===== src/rtl/pipeline_ctrl_pkg.sv =====
// pipeline_ctrl_pkg
//   Shared definitions for the pipeline hazard/stall/flush sequencer:
//   FSM state encodings, the MIPS opcodes the controller looks at, and
//   the width of the post-branch flush counter.
package pipeline_ctrl_pkg;

  typedef enum logic [1:0] {
    ST_RUN     = 2'd0,
    ST_LDUSE   = 2'd1,
    ST_MEMWAIT = 2'd2,
    ST_FLUSH   = 2'd3
  } state_t;

  localparam logic [5:0] OP_RTYPE = 6'h00;
  localparam logic [5:0] OP_JAL   = 6'h03;
  localparam logic [5:0] OP_BEQ   = 6'h04;
  localparam logic [5:0] OP_BNE   = 6'h05;
  localparam logic [5:0] OP_LW    = 6'h23;
  localparam logic [5:0] OP_SW    = 6'h2B;

  // FLUSH_CYCLES is limited to 1..3, so the remaining-squash count fits in 2 bits.
  localparam int FCNT_WIDTH = 2;

endpackage


===== src/rtl/pipeline_ctrl_hazard_detect.sv =====
// pipeline_ctrl_hazard_detect
//   Combinational load-use hazard compare between the instruction in ID
//   and a load sitting in EX.
// Ports
//   opcode       in  OPCODE_WIDTH  opcode of the ID instruction
//   rs, rt       in  AWIDTH        source registers of the ID instruction
//   ex_memtoreg  in  1             EX instruction is a load
//   ex_rt        in  AWIDTH        load destination register
//   lu           out 1             ID must wait one cycle for the load data
module pipeline_ctrl_hazard_detect
  import pipeline_ctrl_pkg::*;
#(
  parameter int AWIDTH       = 5,
  parameter int OPCODE_WIDTH = 6
) (
  input  logic [OPCODE_WIDTH-1:0] opcode,
  input  logic [AWIDTH-1:0]       rs,
  input  logic [AWIDTH-1:0]       rt,
  input  logic                    ex_memtoreg,
  input  logic [AWIDTH-1:0]       ex_rt,
  output logic                    lu
);

  logic uses_rt;

  // Only these formats read rt as a source; for I-type ALU ops and loads rt is a destination.
  always_comb begin
    uses_rt = (opcode == OPCODE_WIDTH'(OP_RTYPE)) |
              (opcode == OPCODE_WIDTH'(OP_BEQ))   |
              (opcode == OPCODE_WIDTH'(OP_BNE))   |
              (opcode == OPCODE_WIDTH'(OP_SW));
  end

  // $zero never creates a dependency.
  always_comb begin
    lu = ex_memtoreg & (ex_rt != '0) &
         ((ex_rt == rs) | ((ex_rt == rt) & uses_rt));
  end

endmodule


===== src/rtl/pipeline_ctrl.sv =====
// pipeline_ctrl
//   Hazard/stall/flush sequencer for the 5-stage MIPS pipeline (ID stage).
//   Drives PC / IF/ID / ID/EX enables and flushes plus the decoder chip-enable.
//   Outputs are combinational from the registered state and current inputs.
// Ports
//   p_i_clk, p_i_rst (async, active-low), p_i_ce (0 = freeze)
//   p_i_id_opcode/rs/rt      ID instruction fields
//   p_i_ex_memtoreg, p_i_ex_rt  load in EX
//   p_i_branch_taken         branch resolved taken in EX
//   p_i_mem_req, p_i_mem_ack data-memory handshake from MEM
//   p_o_pc_we, p_o_ifid_we, p_o_ifid_flush, p_o_idex_flush, p_o_dec_ce, p_o_state
// Configuration
//   `PCTRL_PERF_EN adds p_i_perf_clr, p_o_stall_cnt, p_o_flush_cnt (saturating).
module pipeline_ctrl
  import pipeline_ctrl_pkg::*;
#(
  parameter int AWIDTH       = 5,
  parameter int OPCODE_WIDTH = 6,
  parameter int FLUSH_CYCLES = 1
`ifdef PCTRL_PERF_EN
  ,
  parameter int CNT_WIDTH    = 16
`endif
) (
  input  logic                    p_i_clk,
  input  logic                    p_i_rst,
  input  logic                    p_i_ce,
  input  logic [OPCODE_WIDTH-1:0] p_i_id_opcode,
  input  logic [AWIDTH-1:0]       p_i_id_rs,
  input  logic [AWIDTH-1:0]       p_i_id_rt,
  input  logic                    p_i_ex_memtoreg,
  input  logic [AWIDTH-1:0]       p_i_ex_rt,
  input  logic                    p_i_branch_taken,
  input  logic                    p_i_mem_req,
  input  logic                    p_i_mem_ack,
  output logic                    p_o_pc_we,
  output logic                    p_o_ifid_we,
  output logic                    p_o_ifid_flush,
  output logic                    p_o_idex_flush,
  output logic                    p_o_dec_ce,
`ifdef PCTRL_PERF_EN
  input  logic                    p_i_perf_clr,
  output logic [CNT_WIDTH-1:0]    p_o_stall_cnt,
  output logic [CNT_WIDTH-1:0]    p_o_flush_cnt,
`endif
  output logic [1:0]              p_o_state
);

  localparam logic [FCNT_WIDTH-1:0] FLUSH_LOAD = FCNT_WIDTH'(FLUSH_CYCLES - 1);

  state_t                state_q, state_d;
  logic [FCNT_WIDTH-1:0] fcnt_q, fcnt_d;
  logic                  lu, mem_stall;
  logic                  pc_we, ifid_we, ifid_flush, idex_flush, dec_ce;

  pipeline_ctrl_hazard_detect #(
    .AWIDTH       (AWIDTH),
    .OPCODE_WIDTH (OPCODE_WIDTH)
  ) u_hazard (
    .opcode      (p_i_id_opcode),
    .rs          (p_i_id_rs),
    .rt          (p_i_id_rt),
    .ex_memtoreg (p_i_ex_memtoreg),
    .ex_rt       (p_i_ex_rt),
    .lu          (lu)
  );

  assign mem_stall = p_i_mem_req & ~p_i_mem_ack;

  // State and flush counter register.
  always_ff @(posedge p_i_clk or negedge p_i_rst) begin
    if (!p_i_rst) begin
      state_q <= ST_RUN;
      fcnt_q  <= '0;
    end else begin
      state_q <= state_d;
      fcnt_q  <= fcnt_d;
    end
  end

  // Next-state and control decode; priority order inside RUN/LDUSE/MEMWAIT
  // is memory stall, taken branch, load-use, JAL, normal advance.
  always_comb begin
    pc_we      = 1'b0;
    ifid_we    = 1'b0;
    ifid_flush = 1'b0;
    idex_flush = 1'b0;
    dec_ce     = 1'b0;
    state_d    = state_q;
    fcnt_d     = fcnt_q;
    if (p_i_ce) begin
      case (state_q)
        ST_FLUSH: begin
          pc_we      = 1'b1;
          ifid_flush = 1'b1;
          // A data-memory wait pauses the squash window rather than consuming it.
          if (!mem_stall) begin
            if (fcnt_q <= FCNT_WIDTH'(1)) begin
              fcnt_d  = '0;
              state_d = ST_RUN;
            end else begin
              fcnt_d = fcnt_q - FCNT_WIDTH'(1);
            end
          end
        end
        default: begin
          if (mem_stall) begin
            state_d = ST_MEMWAIT;
          end else if (p_i_branch_taken) begin
            pc_we      = 1'b1;
            ifid_flush = 1'b1;
            idex_flush = 1'b1;
            if (FLUSH_CYCLES > 1) begin
              state_d = ST_FLUSH;
              fcnt_d  = FLUSH_LOAD;
            end else begin
              state_d = ST_RUN;
            end
          // The bubble inserted on the previous cycle already resolved the hazard.
          end else if (lu && (state_q != ST_LDUSE)) begin
            idex_flush = 1'b1;
            state_d    = ST_LDUSE;
          end else if (p_i_id_opcode == OPCODE_WIDTH'(OP_JAL)) begin
            pc_we      = 1'b1;
            ifid_flush = 1'b1;
            state_d    = ST_RUN;
          end else begin
            pc_we   = 1'b1;
            ifid_we = 1'b1;
            dec_ce  = 1'b1;
            state_d = ST_RUN;
          end
        end
      endcase
    end
  end

  // Reset forces both stages to hold NOPs and the front end to stay still.
  always_comb begin
    p_o_pc_we      = p_i_rst & pc_we;
    p_o_ifid_we    = p_i_rst & ifid_we;
    p_o_ifid_flush = ~p_i_rst | ifid_flush;
    p_o_idex_flush = ~p_i_rst | idex_flush;
    p_o_dec_ce     = p_i_rst & dec_ce;
    p_o_state      = state_q;
  end

`ifdef PCTRL_PERF_EN
  // Saturating stall/flush counters with synchronous clear.
  always_ff @(posedge p_i_clk or negedge p_i_rst) begin
    if (!p_i_rst) begin
      p_o_stall_cnt <= '0;
      p_o_flush_cnt <= '0;
    end else if (p_i_perf_clr) begin
      p_o_stall_cnt <= '0;
      p_o_flush_cnt <= '0;
    end else begin
      if (p_i_ce && !p_o_pc_we && (p_o_stall_cnt != '1))
        p_o_stall_cnt <= p_o_stall_cnt + CNT_WIDTH'(1);
      if (p_o_ifid_flush && (p_o_flush_cnt != '1))
        p_o_flush_cnt <= p_o_flush_cnt + CNT_WIDTH'(1);
    end
  end
`endif

endmodule


===== config.mk =====
export PLATFORM = sky130hd
export DESIGN_NAME = pipeline_ctrl
export DESIGN_NICKNAME = d
export VERILOG_FILES = /design/src/rtl/pipeline_ctrl_pkg.sv /design/src/rtl/pipeline_ctrl_hazard_detect.sv /design/src/rtl/pipeline_ctrl.sv
export SDC_FILE = /design/constraint.sdc
export NUM_CORES = 1
export LEC_CHECK = 0
export ABC_CLOCK_PERIOD_IN_PS = 4800
export CAP_MARGIN = 20
export CORE_MARGIN = 2
export CORE_UTILIZATION = 33
export CTS_CLUSTER_DIAMETER = 200
export DETAILED_ROUTE_END_ITERATION = 7
export PLACE_DENSITY = 0.78
export SLEW_MARGIN = 20
export SYNTH_ARGS = -nofsm -noshare
export SYNTH_HDL_FRONTEND = slang
export SYNTH_HIERARCHICAL = 1
export SYNTH_SLANG_ARGS = --single-unit

===== constraint.sdc =====
create_clock -name p_i_clk -period 4.8 [get_ports p_i_clk]
set_clock_uncertainty 0.2 [all_clocks]
set_input_delay 1.44 -clock p_i_clk [delete_from_list [all_inputs] [get_ports p_i_clk]]
set_output_delay 1.44 -clock p_i_clk [all_outputs]
set_load 0.02 [all_outputs]

Yosys cells after proc, flatten, opt, wreduce, memory -nomap -nowiden
Index checks and enable logic that the tools add are counted.
- add/subtract/negate cells: 1
- multipliers: 0
- divide/modulo/power cells: 0
- $lt $le $gt $ge: 1
- equal/unequal tests: 10
- shifts and indexed selects: 0
- multiplexer cells: 29
- bitwise logic cells: 15
- reductions and logical operators: 5
- operators with widths (operator ; count):
    $mux W1 ; 24
    $eq A6 B3 Y1 const B ; 2
    $eq A5 B5 Y1 ; 2
    $mux W2 ; 5
    $and A1 B1 Y1 ; 6
    $eq A6 B2 Y1 const B ; 1
    $eq A6 B6 Y1 const B ; 1
    $logic_not A6 Y1 ; 1
    $or A1 B1 Y1 ; 6
    $reduce_and A3 Y1 ; 2
    $reduce_bool A5 Y1 ; 1
    $ne A2 B2 Y1 const B ; 2
    $not A1 Y1 ; 3
    $eq A2 B2 Y1 const B ; 1
    $le A2 B1 Y1 const B ; 1
    $ne A2 B1 Y1 const B ; 1
    $sub A2 B1 Y2 const B ; 1
    $logic_and A1 B1 Y1 ; 1
- register bits: 4
- bits in latches: 0
- memory bits (writable): 0
- ROM bits: 0
- bits of input ports: 28
- output and inout port bits: 7
- logic and storage cells: 63
- memories kept: 0

Depth between registers and ports, before layout
Gate-level depths: netlist of run 1.
- depth in word-level cells: 14
- gate-level depth with buffers: 8
- gate-level depth less buffers: 7

By module
The synthesis of run 1 kept the hierarchy.
- modules (own cells, without submodules) (module ; times used ; cells each ; area an instance (µm²) ; seq. area each (µm²)):
    pipeline_ctrl ; 1 ; 37 ; 327.8 ; 100.1
    pipeline_ctrl_hazard_detect ; 1 ; 20 ; 152.6 ; 0.0

Worst setup path after synthesis of run 1
No wires, ideal clock.
- kind: input -> output
- start: in p_i_id_opcode[1]
- end: out p_o_idex_flush
- arrival: 3268 ps
- data required time: 3160 ps
- slack: -108 ps
- cell stages on the path: 6
- buffers on the path: 0
- cells stage by stage: or4_1 > a2111o_1 > a21oi_1 > nor2_1 > a2bb2oi_1 > o21ai_0
- word-level cells in the longest chain between the ends: 14
- elaborated cells between the ends (all ways): 17
- classes of those cells: eq/ne: 3; mux: 5; bitwise: 7; reduce/logical: 2
- RTL lines (item ; line ; text):
    start, declared ; pipeline_ctrl.sv:28 ; input logic [OPCODE_WIDTH-1:0] p_i_id_opcode,
    $eq A6 B3 Y1 or $logic_not A6 Y1 (tied branches) ; pipeline_ctrl_hazard_detect.sv:29, pipeline_ctrl_hazard_detect.sv:28 ;
    $or A1 B1 Y1 ; pipeline_ctrl_hazard_detect.sv:28 ; uses_rt = (opcode == OPCODE_WIDTH'(OP_RTYPE)) |
    $or A1 B1 Y1 ; pipeline_ctrl_hazard_detect.sv:29 ; (opcode == OPCODE_WIDTH'(OP_BEQ)) |
    $or A1 B1 Y1 * ; pipeline_ctrl_hazard_detect.sv:30 ; (opcode == OPCODE_WIDTH'(OP_BNE)) |
    $and A1 B1 Y1 * ; pipeline_ctrl_hazard_detect.sv:37 ; ((ex_rt == rs) | ((ex_rt == rt) & uses_rt));
    $or A1 B1 Y1 * ; pipeline_ctrl_hazard_detect.sv:37 ;
    $and A1 B1 Y1 * ; pipeline_ctrl_hazard_detect.sv:36 ; lu = ex_memtoreg & (ex_rt != '0) &
    net lu ; pipeline_ctrl.sv:53 ; logic lu, mem_stall;
    $logic_and A1 B1 Y1 * ; pipeline_ctrl.sv:120 ; end else if (lu && (state_q != ST_LDUSE)) begin
    $mux W1 * ; pipeline_ctrl.sv:120 ;
    $mux W1 * ; pipeline_ctrl.sv:109 ; end else if (p_i_branch_taken) begin
    $mux W1 * ; pipeline_ctrl.sv:107 ; if (mem_stall) begin
    $mux W1 * ; pipeline_ctrl.sv:92 ; case (state_q)
    $mux W1 * ; pipeline_ctrl.sv:91 ; if (p_i_ce) begin
    $or A1 B1 Y1 * ; pipeline_ctrl.sv:143 ; p_o_idex_flush = ~p_i_rst | idex_flush;
    end, declared ; pipeline_ctrl.sv:39 ; output logic p_o_idex_flush,
Mark *: on every way through the listed nets, which the timed path passes. The rest lies on a longest branch.

Worst setup path after layout of run 1
- start: in p_i_id_opcode[0]
- end: out p_o_dec_ce
- word-level cells in the longest chain between the ends: 14
- elaborated cells between the ends (all ways): 19
- classes of those cells: eq/ne: 4; mux: 6; bitwise: 7; reduce/logical: 2
- RTL lines (item ; line ; text):
    $eq A6 B3 Y1 or $logic_not A6 Y1 (tied branches) ; pipeline_ctrl_hazard_detect.sv:29, pipeline_ctrl_hazard_detect.sv:28 ;
    $or A1 B1 Y1 ; pipeline_ctrl_hazard_detect.sv:28 ;
    $or A1 B1 Y1 ; pipeline_ctrl_hazard_detect.sv:29 ;
    $or A1 B1 Y1 * ; pipeline_ctrl_hazard_detect.sv:30 ;
    $and A1 B1 Y1 * ; pipeline_ctrl_hazard_detect.sv:37 ;
    $or A1 B1 Y1 * ; pipeline_ctrl_hazard_detect.sv:37 ;
    $and A1 B1 Y1 * ; pipeline_ctrl_hazard_detect.sv:36 ;
    net lu ; pipeline_ctrl.sv:53 ;
    $logic_and A1 B1 Y1 * ; pipeline_ctrl.sv:120 ;
    $mux W1 * ; pipeline_ctrl.sv:120 ;
    $mux W1 * ; pipeline_ctrl.sv:109 ;
    $mux W1 * ; pipeline_ctrl.sv:107 ;
    $mux W1 * ; pipeline_ctrl.sv:92 ;
    $mux W1 * ; pipeline_ctrl.sv:91 ;
    $and A1 B1 Y1 * ; pipeline_ctrl.sv:144 ; p_o_dec_ce = p_i_rst & dec_ce;
    end, declared ; pipeline_ctrl.sv:40 ; output logic p_o_dec_ce,
Marks and branches as above.

==> results of run 1 <==
[logic make-up after synthesis]
logic type | share of synthesized area [%]
AOI/OAI and AO/OA | 21.4
xor gates and xnor gates | 18.2
buffers and inverters | 3.13
DFF | 20.8
muxes | 3.12
and+or+nand+nor | 33.3
[layer usage]
metal  global-route usage, %  wire (um)  vias to the layer above
li1                        -          -                      315
met1                    26.1        707                      274
met2                    37.2        811                       32
met3                    4.31        143                        4
met4                    4.38         29                        0
met5                       0          0                        -
[per-stage QoR]
step	hold slack, ns	worst slack, ns	TNS (ns)
finish	0.328	-0.0336	-0.107
global route	0.343	-0.0923	-0.350
CTS	0.333	-0.0418	-0.102
detailed placement	0.325	-0.761	-3.71
global placement	0.311	-0.753	-3.53
floorplan	0.283	0.0439	0
[critical path, stage by stage]
cell	delay, ns
buf_6	0.09
nor2b_4	0.12
or4_4	0.50
a2111o_1	0.39
a21oi_2	0.15
buf_4	0.14
nand2b_4	0.06
nand3_2	0.08
a211oi_2	0.05
buf_4	0.17
[how the worst max path moves through the flow]
stage	from	to	slack, ns	cells past startpoint
floorplan	p_i_id_opcode[1]	p_o_idex_flush	0.04	6
global placement	p_i_id_opcode[1]	p_o_idex_flush	-0.75	8
detailed placement	p_i_id_opcode[1]	p_o_dec_ce	-0.76	9
CTS	p_i_id_opcode[0]	p_o_ifid_flush	-0.04	10
global route	p_i_id_opcode[0]	p_o_ifid_flush	-0.09	10
finish	p_i_id_opcode[0]	p_o_dec_ce	-0.03	10
[what timing repair did]
item / in CTS / in global routing
setup endpoints to repair: 5 / 5
endpoints found under the hold margin: 0 / 0
resized for setup: 58 / 5
hold buffers: 0 / 0
setup buffers: 1 / 1
pin swaps: 7 / 5
[layout make-up]
type                       instances  area [um2]
timing repair buffer              49         432
sequential                         4         100
multi-input combinational         50         430
fill                             100         323
inverter                           2        7.51
tap                               15        18.8
clock buffer                       3        22.5
[flip-flops by register name, indices dropped and copies added (netlist names)]
name / count
fcnt_q: 2
p_o_state: 2
[power by group]
part	switching (uW)	leakage (uW)	total (uW)	internal [uW]
Clock	14.3	0.0000138	42.3	28.0
Combinational	27.3	0.000380	67.5	40.1
Sequential	0.920	0.0000549	35.6	34.7
Total	42.5	0.000448	145	103
[cells in the final DEF, fill, tap and decap left out, types with 3 or more instances in the layout]
master / n
buf_4: 19
clkdlybuf4s50_1: 18
dlygate4sd2_1: 5
nand2_1: 4
dfrtp_1: 4
xor2_1: 4
nor2_1: 3
nor2b_1: 3
clkbuf_4: 3
xnor2_2: 3
xnor2_1: 3
==> summary.txt, run 1 <==
TritonCTS clock tree: done
grt ovf: 0
max_cap viols: 0
slack of the critical path: -0.0336 ns
Synth Register Bits: 4
top cells by area, synth: dfrtp_1 21%, xnor2_1 11%, xor2_1 7.3%, nor2b_1 5.2%, o21ai_0 4.2%
placed cell area: 935 um2
Die Wd: 42.2 um
Worst Hold Endpoint: fcnt_q[1]
final wirelength: 1.69 mm
ANT nets after route: 0
antenna cells: 0
worst min path class: flop to flop
power consumption: 145 uW
total track usage: 21.0%
Syn Inst Count: 57
Via density: 5.08
fin nets: 138
IO buf count: 34
design area: 1010 um2
Slew Limit Fails: 0
crit path DAT: 3.19 ns
Pwr Density: 144 nW/um2
register area share after synthesis: 20.8%
Critical Path Fanout Max: 3
Fmax: 207 MHz
Worst-Margin Slew: 0.243 ns
period utilisation layout: 101%
EDFF count, synth: 0
DRC: 0
hold_sp: fcnt_q[1]
Placer Congestion: 0.823
hold depth: 1
CTS Buffer Depth: 2
drt first-iter violations: 5
detailed-route via count: 625
Crit Path Category: primary input to output port
Clock Tree Root: clkbuf_4
H-Tree Depth: 1
Placeable Area: 1330 um2
Async S/R FF share, synth: 100%
syn nets: 85
fraction of layout cells with a size suffix above 1: 38.9%
number of global-route vias before repair: 631
drt pass-1 iters: 4
r2r startpoint: p_o_state[0]
Placed Cells: 118
synthesized area: 480 um2
Avg WL per Cell: 13.8 um
die area: 1780 um2
Core Rows: 13
FF-to-FF path depth: 3
Skew-Pair Late Insertion Delay: 0.24 ns
ys flop type: dfrtp_1
RSZ-0062 raised after global routing: true
post-DP HPWL: 1.34 mm
WP data required: 3.16 ns
TritonCTS Sinks: 4
Peak VDD IR: 0.108 mV
max_slew headroom: 83.5%
Reg-to-Reg End: p_o_state[0]
YS warnings: 6
initial antenna violation count: 0
endpoint class of the critical path: output port
Setup Viol. Count Final: 4
Num CTS Buffers: 3
final hold violation count: 0
failing checks: setup timing
most common cell in the synthesized netlist: xnor2_1
Die Y: 42.2 um
post-synth top area cell: dfrtp_1
Synth cell types: 30
area delta synth->final: 110%
Synth Area per Inst: 8.43 um2
Final Critical Period: 4.83 ns
Reg clk slew, reported paths: 0.04 ns
outcome: complete, but fails checks
Cell Count, Final, Fillers Out: 123
Critical Path Start Type: primary input
share of the synthesized area in the top cell type: 20.8%
first-pass GRT wire length: 2.82 mm
Layout Utilization: 75.8%
# IOs: 35
initial core utilization: 36.0%
pin count of the biggest net entering global routing: 9
Leak: 0.000448 uW
worst reg-to-reg setup slack: 3.45 ns
Note: power is estimated with default switching activity, not from simulation.
==> inputs of run 2 (changes only) <==
- SKIP_LAST_GASP: default -> 1
- TNS_END_PERCENT: default -> 5
==> run 2 against run 1 <==
Effect of this change: the flow now finishes without violations; critical path type unchanged; largest power group unchanged; fmax up 0.79%; via count did not move; non-clock buffer count down 1; largest cell class unchanged; count of clock-buffer cells in the layout stayed put; sequential power hardly changed; flip-flop and latch count did not move; cell area shrank 3.5%; utilization shrank 2.6 points; register-to-register slack got worse by 0.13 ns; first-iteration DRC count rose to 3.8 times the previous value; hold slack worse by 0.0021 ns.
==> summary.txt, run 2 (synthesized netlist as in run 1, its figures left out) <==
Internal: 100 uW (-2.5%)
area delta synth->final: 103%
Fmax: 209 MHz (+0.79%)
Comb pwr share: 45.0% (-1.4 points)
worst reg-to-reg setup slack: 3.32 ns (-0.13 ns)
outcome: completed
endpoint class of the critical path: output port
worst min path class: flop to flop
period utilisation layout: 99.9% (-0.79 points)
switching part of the total power: 28.6% (-0.65 points)
most frequent cells in the layout: 18 x clkdlybuf4s50_1, 16 x buf_4, 6 x dlygate4sd2_1, 5 x xnor2_1
power consumption: 140 uW (-3.4%)
Clock Tree Root: clkbuf_4
Critical Path Start Type: primary input
CTS Buffer Depth: 2 (unchanged)
r2r startpoint: p_o_state[0]
grt ovf: 0 (unchanged)
max_cap viols: 0 (unchanged)
Via density: 5.12 (+0.82%)
crit path DAT: 3.16 ns (-0.03 ns)
Placeable Area: 1330 um2 (unchanged)
Reg-to-Reg End: p_o_state[0]
drt first-iter violations: 19 (+14)
pin count of the biggest net entering global routing: 9 (unchanged)
Final Critical Period: 4.80 ns (-0.0378 ns)
detailed-route via count: 625 (unchanged)
WL met3: 107 um (-25%)
# IOs: 35 (unchanged)
Slew Limit Fails: 0 (unchanged)
ANT nets after route: 0 (unchanged)
antenna cells: 0 (unchanged)
Core Rows: 13 (unchanged)
IO buf count: 34 (unchanged)
Peak VDD IR: 0.113 mV (+4.7%)
TritonCTS clock tree: done
initial core utilization: 36.0% (unchanged)
Met2 Wirelength: 760 um (-6.3%)
final hold violation count: 0 (unchanged)
slowest stage delay, CP: 0.46 ns (-0.04 ns)
CP Cell Sequence: buf_6 > nor2b_4 > or4_1 > a2111o_1 > a21oi_2 > buf_4 > nand2b_4 > nand3_2 > a32oi_1 > buf_4
Critical Path Fanout Max: 3 (unchanged)
TritonCTS Sinks: 4 (unchanged)
Skew-Pair Late Insertion Delay: 0.24 ns (about the same)
number of global-route vias before repair: 635 (+0.63%)
Worst Path Buf+Inv: 3 (unchanged)
initial antenna violation count: 0 (unchanged)
hold_sp: fcnt_q[0]
Crit Path Category: primary input to output port
CTS Hold Bufs: 0 (unchanged)
fraction of layout cells with a size suffix above 1: 35.5% (-3.4 points)
WP data required: 3.16 ns (about the same)
Avg WL per Cell: 12.4 um (-10%)
total track usage: 19.2% (-1.8 points)
RSZ-0062 raised after global routing: true
met1 WL: 628 um (-11%)
Reg clk slew, reported paths: 0.04 ns (about the same)
Worst-Margin Slew: 0.257 ns (+0.0143 ns)
Max stage delay cell, worst path: or4_1
H-Tree Depth: 1 (unchanged)
Worst Hold Endpoint: fcnt_q[1]
post-DP HPWL: 1.21 mm (-9.7%)
Setup Viol. Count Final: 0 (-4)
drt pass-1 iters: 4 (unchanged)
Leak: 0.000424 uW (-5.4%)
top sig layer: met4
Die Wd: 42.2 um (unchanged)
final setup TNS: 0 ns (+0.107 ns)
Clock Power Share: 29.7% (+0.6 points)
Post-Place Setup Slack: -0.771 ns (-0.00954 ns)
most common cell after layout, fill and taps aside: clkdlybuf4s50_1
Die Y: 42.2 um (unchanged)
die area: 1780 um2 (unchanged)
DRC: 0 (unchanged)
Crit path depth: 10 (unchanged)
slack of the critical path: 0.00424 ns (+0.0378 ns)
cell mode on critical path: buf_4
Placer Congestion: 0.741 (-10%)
first-pass GRT wire length: 2.70 mm (-4.2%)
Flop pwr share: 25.3% (+0.8 points)
hold depth: 1 (unchanged)
Num CTS Buffers: 3 (unchanged)
Pwr Density: 144 nW/um2 (about the same)
FF-to-FF path depth: 4 (+1)
final wirelength: 1.51 mm (-11%)
Top delay family on crit path: simple AND/OR/NAND/NOR gates
max_slew headroom: 82.6% (-0.97 points)
fin nets: 137 (-0.72%)
Psw: 40.2 uW (-5.5%)
-- run 2: cell count changes in the layout (fill, tap and decap cells not counted), sizes merged --
cell           delta
buf               -1
clkdlybuf4s15     -1
dlygate4sd2       +1
-- run 2: routing by layer --
metal	track usage, %	up-vias
met2	34.1	24
met5	0	-
li1	-	313
met4	1.88	0
met1	24.2	286
met3	4.74	2
-- run 2: timing repair --
action	in CTS	in global routing
buffers inserted	1	0
gates resized for setup	58	2
endpoints found under the setup margin	5	5
pin swaps	7	1
-- run 2: through the flow --
step	utilization [%]	instance area (um2)	std cells	hold WS, ns
after floorplan	-	480	57	0.283
after global placement	69.7	930	118	0.310
after detailed placement	69.7	930	118	0.309
after CTS	72.8	971	122	0.331
after global routing	73.2	976	122	0.365
final	73.2	976	122	0.326
-- run 2: how the worst max path moves through the flow --
stage / from / slack (ns) / endpoint
detailed placement: p_i_id_opcode[1] / -0.77 / p_o_ifid_flush
finish: p_i_id_opcode[0] / 0.004 / p_o_ifid_flush
global placement: p_i_id_opcode[1] / -0.74 / p_o_ifid_flush
CTS: p_i_id_opcode[0] / -0.01 / p_o_ifid_flush
floorplan: p_i_ex_rt[0] / -0.07 / p_o_ifid_we
global route: p_i_id_opcode[0] / -0.08 / p_o_ifid_flush
-- run 2: cell type report --
type	instances	area (um2)
fillers	107	358
well taps	15	18.8
repair buffers	48	419
flip-flops and latches	4	100
clock buffers	3	22.5
inverters	2	7.51
multi-input cells	50	408
-- run 2: power by group through the flow --
| stage | Sequential (uW) | Combinational [uW] | Clock, uW |
|---|---|---|---|
| 3_5_place_dp | 35.9 | 63.4 | 0 |
| 6_report | 35.5 | 63.2 | 41.7 |
| 4_1_cts | 35.5 | 62.7 | 42.7 |
| 3_3_place_gp | 35.9 | 62.5 | 0 |
| 2_1_floorplan | 36.8 | 19.8 | 0 |
| 5_1_grt | 35.7 | 67.9 | 45.7 |
